===== src/rtl/adc_avg_scale.sv =====
// Averages 2^LOG2_SAMPS channel-tagged ADC samples per channel, scales each average by a
// fixed-point gain and writes one result per channel, then pulses DONE. Optional macro: ADC_AVG_OFFSET_EN.
module adc_avg_scale #(
    parameter int FP_WIDTH    = 64,
    parameter int INT_WIDTH   = 16,
    parameter int ADC_WIDTH   = 12,
    parameter int NUM_CH      = 4,
    parameter int LOG2_SAMPS  = 10,
    parameter int SCALE_SHIFT = 11,
    parameter int CH_W        = (NUM_CH > 1) ? $clog2(NUM_CH) : 1
) (
    input  logic                 ADC_CLK,
    input  logic                 ADC_RST_N,
    input  logic [ADC_WIDTH-1:0] ADC_DATA_IN,
    input  logic [CH_W-1:0]      ADC_CH_IN,
    input  logic                 ADC_VALID_IN,
    input  logic                 START,
    input  logic [FP_WIDTH-1:0]  GAIN_IN,
    input  logic [ADC_WIDTH-1:0] OFFSET_IN,
    output logic                 BUSY,
    output logic                 DONE,
    output logic [FP_WIDTH-1:0]  OUT_DATA,
    output logic [CH_W-1:0]      OUT_CH,
    output logic                 REG_WRITE
);
    localparam int ACC_W  = ADC_WIDTH + LOG2_SAMPS;
    localparam int CNT_W  = LOG2_SAMPS + 1;
    localparam int PROD_W = ADC_WIDTH + FP_WIDTH;

    typedef enum logic [2:0] {S_IDLE, S_CLEAR, S_ACCUM, S_SCALE, S_WRITE, S_FIN} state_t;

    state_t              state, state_nxt;
    logic [ACC_W-1:0]    acc [NUM_CH];
    logic [CNT_W-1:0]    cnt [NUM_CH];
    logic [CH_W-1:0]     idx;
    logic [FP_WIDTH-1:0] gain_q;
    logic [NUM_CH-1:0]   hit, full, last, full_nxt;
    logic                take;
    logic [ADC_WIDTH-1:0] sample;
    logic [ADC_WIDTH-1:0] avg;
    logic [PROD_W-1:0]   prod, prod_sh;
    logic [FP_WIDTH-1:0] result;

`ifdef ADC_AVG_OFFSET_EN
    logic [ADC_WIDTH-1:0] offset_q;

    always_ff @(posedge ADC_CLK or negedge ADC_RST_N) begin
        if (!ADC_RST_N) begin
            offset_q <= '0;
        end else if (state == S_IDLE && START) begin
            offset_q <= OFFSET_IN;
        end
    end

    // Clamp at zero rather than wrap when the sample sits below the offset.
    assign sample = (ADC_DATA_IN > offset_q) ? (ADC_DATA_IN - offset_q) : '0;
`else
    logic unused_offset;
    assign unused_offset = ^OFFSET_IN;
    assign sample        = ADC_DATA_IN;
`endif

    always_comb begin
        hit      = '0;
        full     = '0;
        last     = '0;
        full_nxt = '0;
        for (int c = 0; c < NUM_CH; c++) begin
            hit[c]  = (ADC_CH_IN == CH_W'(c));
            full[c] = cnt[c][LOG2_SAMPS];
            last[c] = (cnt[c] == CNT_W'((1 << LOG2_SAMPS) - 1));
        end
        // Out-of-range tags match no channel, so they fall out here with full-channel samples.
        take = (state == S_ACCUM) && ADC_VALID_IN && (|(hit & ~full));
        for (int c = 0; c < NUM_CH; c++) begin
            full_nxt[c] = full[c] | (take & hit[c] & last[c]);
        end
    end

    always_comb begin
        avg     = acc[idx][ACC_W-1:LOG2_SAMPS];
        prod    = PROD_W'(avg) * PROD_W'(gain_q);
        prod_sh = prod >> SCALE_SHIFT;
        result  = (|prod_sh[PROD_W-1:FP_WIDTH]) ? '1 : prod_sh[FP_WIDTH-1:0];
    end

    always_comb begin
        state_nxt = state;
        case (state)
            S_IDLE:  if (START) state_nxt = S_CLEAR;
            S_CLEAR: state_nxt = S_ACCUM;
            S_ACCUM: if (&full_nxt) state_nxt = S_SCALE;
            S_SCALE: state_nxt = S_WRITE;
            S_WRITE: state_nxt = (idx == CH_W'(NUM_CH - 1)) ? S_FIN : S_SCALE;
            S_FIN:   state_nxt = S_IDLE;
            default: state_nxt = S_IDLE;
        endcase
    end

    always_ff @(posedge ADC_CLK or negedge ADC_RST_N) begin
        if (!ADC_RST_N) begin
            state    <= S_IDLE;
            idx      <= '0;
            gain_q   <= '0;
            OUT_DATA <= '0;
            OUT_CH   <= '0;
            for (int c = 0; c < NUM_CH; c++) begin
                acc[c] <= '0;
                cnt[c] <= '0;
            end
        end else begin
            state <= state_nxt;
            case (state)
                S_IDLE: if (START) gain_q <= GAIN_IN;
                S_CLEAR: begin
                    idx <= '0;
                    for (int c = 0; c < NUM_CH; c++) begin
                        acc[c] <= '0;
                        cnt[c] <= '0;
                    end
                end
                S_ACCUM: begin
                    for (int c = 0; c < NUM_CH; c++) begin
                        if (take && hit[c]) begin
                            acc[c] <= acc[c] + ACC_W'(sample);
                            cnt[c] <= cnt[c] + 1'b1;
                        end
                    end
                end
                S_SCALE: begin
                    OUT_DATA <= result;
                    OUT_CH   <= idx;
                end
                S_WRITE: if (idx != CH_W'(NUM_CH - 1)) idx <= idx + 1'b1;
                default: ;
            endcase
        end
    end

    assign BUSY      = (state != S_IDLE);
    assign REG_WRITE = (state == S_WRITE);
    assign DONE      = (state == S_FIN);

endmodule


===== config.mk =====
export PLATFORM = sky130hd
export DESIGN_NAME = adc_avg_scale
export DESIGN_NICKNAME = d
export VERILOG_FILES = /design/src/rtl/adc_avg_scale.sv
export SDC_FILE = /design/constraint.sdc
export NUM_CORES = 2
export LEC_CHECK = 0
export CAP_MARGIN = 0
export CORE_MARGIN = 2
export CORE_UTILIZATION = 35
export CTS_CLUSTER_DIAMETER = 60
export DETAILED_ROUTE_END_ITERATION = 7
export DONT_BUFFER_PORTS = 1
export SYNTH_ARGS = -nofsm -noshare
export SYNTH_HDL_FRONTEND = slang
export SYNTH_SLANG_ARGS = --single-unit

===== constraint.sdc =====
create_clock -name ADC_CLK -period 7.8 [get_ports ADC_CLK]
set_input_delay 1.56 -clock ADC_CLK [delete_from_list [all_inputs] [get_ports ADC_CLK]]
set_output_delay 1.56 -clock ADC_CLK [all_outputs]
set_load 0.1 [all_outputs]

==> out/qor_table.md <==
| Item | This run |
|---|---|
| Max stage delay cell, worst path | sky130_fd_sc_hd__mux4_2 |
| Crit start category | flop |
| Syn nets | 4919 |
| Worst Setup End Kind | flop |
| Sequential fraction of the synthesis area | 18.32% |
| Worst path top cell family by delay | adder cells |
| Number of nets with antenna violations after detailed routing | 0 |
| Setup repair after global routing missed its margin | false |
| Final cycle utilization of the critical path | 95.66% |
| Count of TritonRoute iterations in the first routing pass | 5 |
| Share of synthesized area spent on multiplexers | 2.865% |
| Std-Cell Rows | 118 |
| Clock-pin slew of the registers on the worst-case setup and hold paths | 0.06 ns |
| Chain of cells forming the critical path | buf_12 > mux4_2 > buf_4 > nand2_1 > fa_1 > fa_1 > inv_1 > fa_1 > fa_1 > inv_1 > fa_1 > inv_1 > ha_1 > nand2_1 > o21ai_0 > nand2_1 > nand4_1 > a221oi_1 > a2bb2oi_4 > o21ai_2 > mux2i_4 > buf_12 > o22a_1 |
| Vias in the first global route | 28910 |
| Number of vias after detailed routing | 27160 |
| DRC violations left | 0 |
| Half-perimeter wire length after placement | 75150 µm |
| Vias per cell | 5.111 |
| Type of the worst setup path | flop to flop |
| Mean cell area of the mapped netlist | 9.027 µm² |
| Fin crit period | 7.461 ns |
| Number of synthesized flops with an enable pin | 0 |
| Final Hold Viols | 0 |
| Peak VDD IR | 0.0003158 V |
| CTS Buffer Depth | 3 |
| Max_slew headroom | 28.91% |
| Power Dens Cells | 279.2 nW/µm² |
| Maximum fanout along the worst path | 64 |
| Width of the die | 326.8 µm |
| CTS sink cnt | 267 |
| Count of hold-fix buffers inserted at cts | 0 |
| End-of-flow core utilization | 37.86% |
| Clock network latency to the later pin of the worst-skew pair | 0.62 ns |
| Async set-reset flop share out of synthesis | 100.0% |
| Total setup buffers inserted after CTS | 0 |
| Syn Inst Count | 4039 |
| Flops & latches, synth | 267 |
| Post-Synth Simple-Gate Area | 17.16% |
| Core Box Area | 103500 µm² |
| Maximum achievable frequency | 0.1340 GHz |
| Post-synth design cell area | 36460 µm² |
| Top-area cell type share of the netlist area | 34.21% |
| Total Wirelength | 97400 µm |
| Combined global-route utilization of all metal layers | 18.90% |
| Aggregate global routing overflow | 0 |
| Initial drt markers | 1512 |
| Max cap viols | 0 |
| Count of nets after finishing | 4783 |
| Number of levels the H-tree was split into | 2 |
| Worst reg2reg path startpoint | idx[0] |
| Initial antenna violation count | 16 |
| Setup TNS | 0 ns |
| Wire length of the first global-routing pass | 160900 µm |
| Maximum number of pins on one net before global-route repair | 268 |
| Top post-synthesis cells by area | sky130_fd_sc_hd__fa_1 34%, sky130_fd_sc_hd__dfrtp_1 18%, sky130_fd_sc_hd__nand2_1 7.6%, sky130_fd_sc_hd__inv_1 6.7%, sky130_fd_sc_hd__ha_1 5.6% |
| Dominant cell type by area after synthesis | sky130_fd_sc_hd__fa_1 |
| Die Outline Area | 106800 µm² |
| Distinct cell type count of the synthesized netlist | 74 |
| Number of setup violations in the final report | 0 |
| Initial standard-cell utilization of the core | 35.23% |
| Number of CTS-inserted buffers | 39 |
| Critical path origin | idx[0] |
| Post-Layout Cell Count | 5313 |
| Delay of the slowest cell on the worst path | 0.65 ns |
| CTS root buf | sky130_fd_sc_hd__clkbuf_16 |
| Total of buffers placed on input and output ports | 0 |
| Most frequent cell on the critical path | sky130_fd_sc_hd__fa_1 |
| Clock tree from TritonCTS | done |
| Synthesized-area fraction occupied by ao, oa, aoi and oai cells | 8.857% |
| Most instantiated flip-flop cell in the synthesis netlist | sky130_fd_sc_hd__dfrtp_1 |
| Dominant combinational cell family by area after synthesis | adder cells |
| Synth Area in XOR/XNOR | 3.699% |
| Final weighted congestion in routability-driven placement | 0.9081 |
| Data arrival time of the critical path | 7.99 ns |
| Pin slew with the least headroom to its limit | 1.066 ns |
| Number of instances resized during post-cts repair | 0 |
| Class of the most critical hold timing path | flop to flop |
| Outcome | finished, final reports clean |
| Synthesized-area fraction occupied by adder cells | 39.80% |
| Data required time at the worst endpoint | 8.32 ns |
| Pins Over Slew Limit | 0 |
| Placed Instances | 5242 |
| Synthesis Warnings | 0 |
| Setup skew after layout | 0.04395 ns |
| Proportion of layout cells with a drive suffix above 1 | 5.722% |
| CP bufs+invs | 6 |
| Worst hold path startpoint | acc[9] |
| Post-detailed-route wirelength per cell | 18.33 µm |
| Height of the chip | 326.8 µm |
| Leakage | 18.84 nW |
| P&R area growth vs syn | 7.481% |
| Boundary pin count | 163 |
-- routing by layer --
metal | global-route usage, % | share of wire, % | vias to the layer above
li1 | - | - | 12360
met1 | 25.29 | 44 | 13870
met2 | 31.31 | 47 | 746
met3 | 3.273 | 6.3 | 163
met4 | 5.684 | 2.7 | 16
met5 | 0 | 0.11 | -
-- cell families (layout without fill, tap and decap cells) --
| family | count (synthesis) | after routing |
|---|---|---|
| other | 0 | 1 |
| XOR/XNOR | 154 | 154 |
| buffers and inverters | 886 | 779 |
| AO/OA/AOI/OAI | 497 | 497 |
| AND/OR/NAND/NOR | 1369 | 1369 |
| multiplexers | 80 | 80 |
| flip-flops | 267 | 267 |
| adder cells (fa/ha/maj) | 786 | 786 |
-- power breakdown --
part | internal (mW) | total (mW) | switching [mW]
Clock | 1.09 | 1.86 | 0.770
Combinational | 1.95 | 4.84 | 2.89
Sequential | 1.84 | 4.25 | 2.41
-- registers in the layout, indices dropped and copies added (netlist names) --
name      count
OUT_DATA     64
acc          88
gain_q       64
idx           2
cnt          44
state         3
OUT_CH        2
-- path summary, 6_finish.rpt --
check / endpoint / slack [ns] / depth (start not counted)
setup / recovery: OUT_DATA[18] / 0.34 / 23
hold / removal: acc[9] / 0.48 / 2
setup reg to reg: OUT_DATA[18] / 0.34 / 23
hold reg to reg: acc[9] / 0.48 / 2
max in group asynchronous: idx[1] / 6.53 / 0
min in group asynchronous: gain_q[17] / 0.67 / 0
-- stage by stage --
| stage | hold WS, ns | setup WS, ns | power, mW | cell area (µm²) |
|---|---|---|---|---|
| floorplan | 0.4526 | 0.7545 | 7.483 | 36460 |
| global placement | 0.4650 | 0.2557 | 9.053 | 37830 |
| detailed placement | 0.4748 | 0.2320 | 9.128 | 37830 |
| CTS | 0.4873 | 0.1789 | 11.07 | 39170 |
| global route | 0.5254 | 0.02440 | 11.83 | 39190 |
| finish | 0.4819 | 0.3385 | 10.94 | 39190 |
-- tightest hold or removal path: stages (launching register included) --
cell	delay, ns
sky130_fd_sc_hd__dfrtp_1	0.34
sky130_fd_sc_hd__nand2_1	0.04
sky130_fd_sc_hd__o21ai_0	0.06
-- placed cells by master (no fill, tap or decap), types with 7 or more instances in the layout --
master / n
sky130_fd_sc_hd__buf_12: 9
sky130_fd_sc_hd__and3_1: 20
sky130_fd_sc_hd__o31ai_1: 13
sky130_fd_sc_hd__inv_6: 8
sky130_fd_sc_hd__a31oi_1: 17
sky130_fd_sc_hd__inv_1: 653
sky130_fd_sc_hd__nor2_1: 147
sky130_fd_sc_hd__mux4_2: 12
sky130_fd_sc_hd__a21oi_1: 139
sky130_fd_sc_hd__and4_1: 7
sky130_fd_sc_hd__o21bai_1: 34
sky130_fd_sc_hd__o22a_1: 61
sky130_fd_sc_hd__dfrtp_1: 266
sky130_fd_sc_hd__mux2_2: 65
sky130_fd_sc_hd__a211oi_1: 9
sky130_fd_sc_hd__nand4_1: 45
sky130_fd_sc_hd__a21o_1: 46
sky130_fd_sc_hd__or2_2: 7
sky130_fd_sc_hd__buf_4: 45
sky130_fd_sc_hd__nor3_1: 35
sky130_fd_sc_hd__clkbuf_16: 39
sky130_fd_sc_hd__xnor2_1: 71
sky130_fd_sc_hd__ha_1: 163
sky130_fd_sc_hd__nand2_1: 739
sky130_fd_sc_hd__nand3_1: 85
sky130_fd_sc_hd__o21ai_0: 112
sky130_fd_sc_hd__and2_1: 214
sky130_fd_sc_hd__or3_1: 30
sky130_fd_sc_hd__a311oi_1: 8
sky130_fd_sc_hd__fa_1: 623
sky130_fd_sc_hd__a221oi_1: 7
sky130_fd_sc_hd__nor2b_1: 8
sky130_fd_sc_hd__xor2_1: 83
-- final cells by class --
type                    instances  area (µm²)
diodes                          1       2.502
clock buffers                  49        1054
clock inverters                21       282.8
fillers                     10370       64310
inverters                     653        2451
multi-input cells            2886       26430
flip-flops and latches        267        6683
well taps                    1380        1727
repair buffers                 56       556.8
-- cell usage after synthesis, types with 7 or more instances --
cell and n:
sky130_fd_sc_hd__inv_1 653, sky130_fd_sc_hd__o21ai_0 112, sky130_fd_sc_hd__mux4_2 12, sky130_fd_sc_hd__o31ai_1 13, sky130_fd_sc_hd__or3_1 30, sky130_fd_sc_hd__and3_1 20, sky130_fd_sc_hd__nor3_1 35, sky130_fd_sc_hd__clkbuf_1 212
sky130_fd_sc_hd__o21bai_1 34, sky130_fd_sc_hd__a21o_1 46, sky130_fd_sc_hd__or2_2 7, sky130_fd_sc_hd__nor2b_1 8, sky130_fd_sc_hd__fa_1 623, sky130_fd_sc_hd__mux2_2 65, sky130_fd_sc_hd__buf_6 8, sky130_fd_sc_hd__and2_1 215
sky130_fd_sc_hd__a221oi_1 7, sky130_fd_sc_hd__nand4_1 45, sky130_fd_sc_hd__and4_1 7, sky130_fd_sc_hd__a311oi_1 8, sky130_fd_sc_hd__a31oi_1 17, sky130_fd_sc_hd__xnor2_1 71, sky130_fd_sc_hd__nor2_1 149, sky130_fd_sc_hd__a211oi_1 11
sky130_fd_sc_hd__xor2_1 83, sky130_fd_sc_hd__a21oi_1 140, sky130_fd_sc_hd__dfrtp_1 267, sky130_fd_sc_hd__o22a_1 61, sky130_fd_sc_hd__buf_1 11, sky130_fd_sc_hd__nand2_1 739, sky130_fd_sc_hd__nand3_1 85, sky130_fd_sc_hd__ha_1 163
Power figures use the tool's default switching activity.
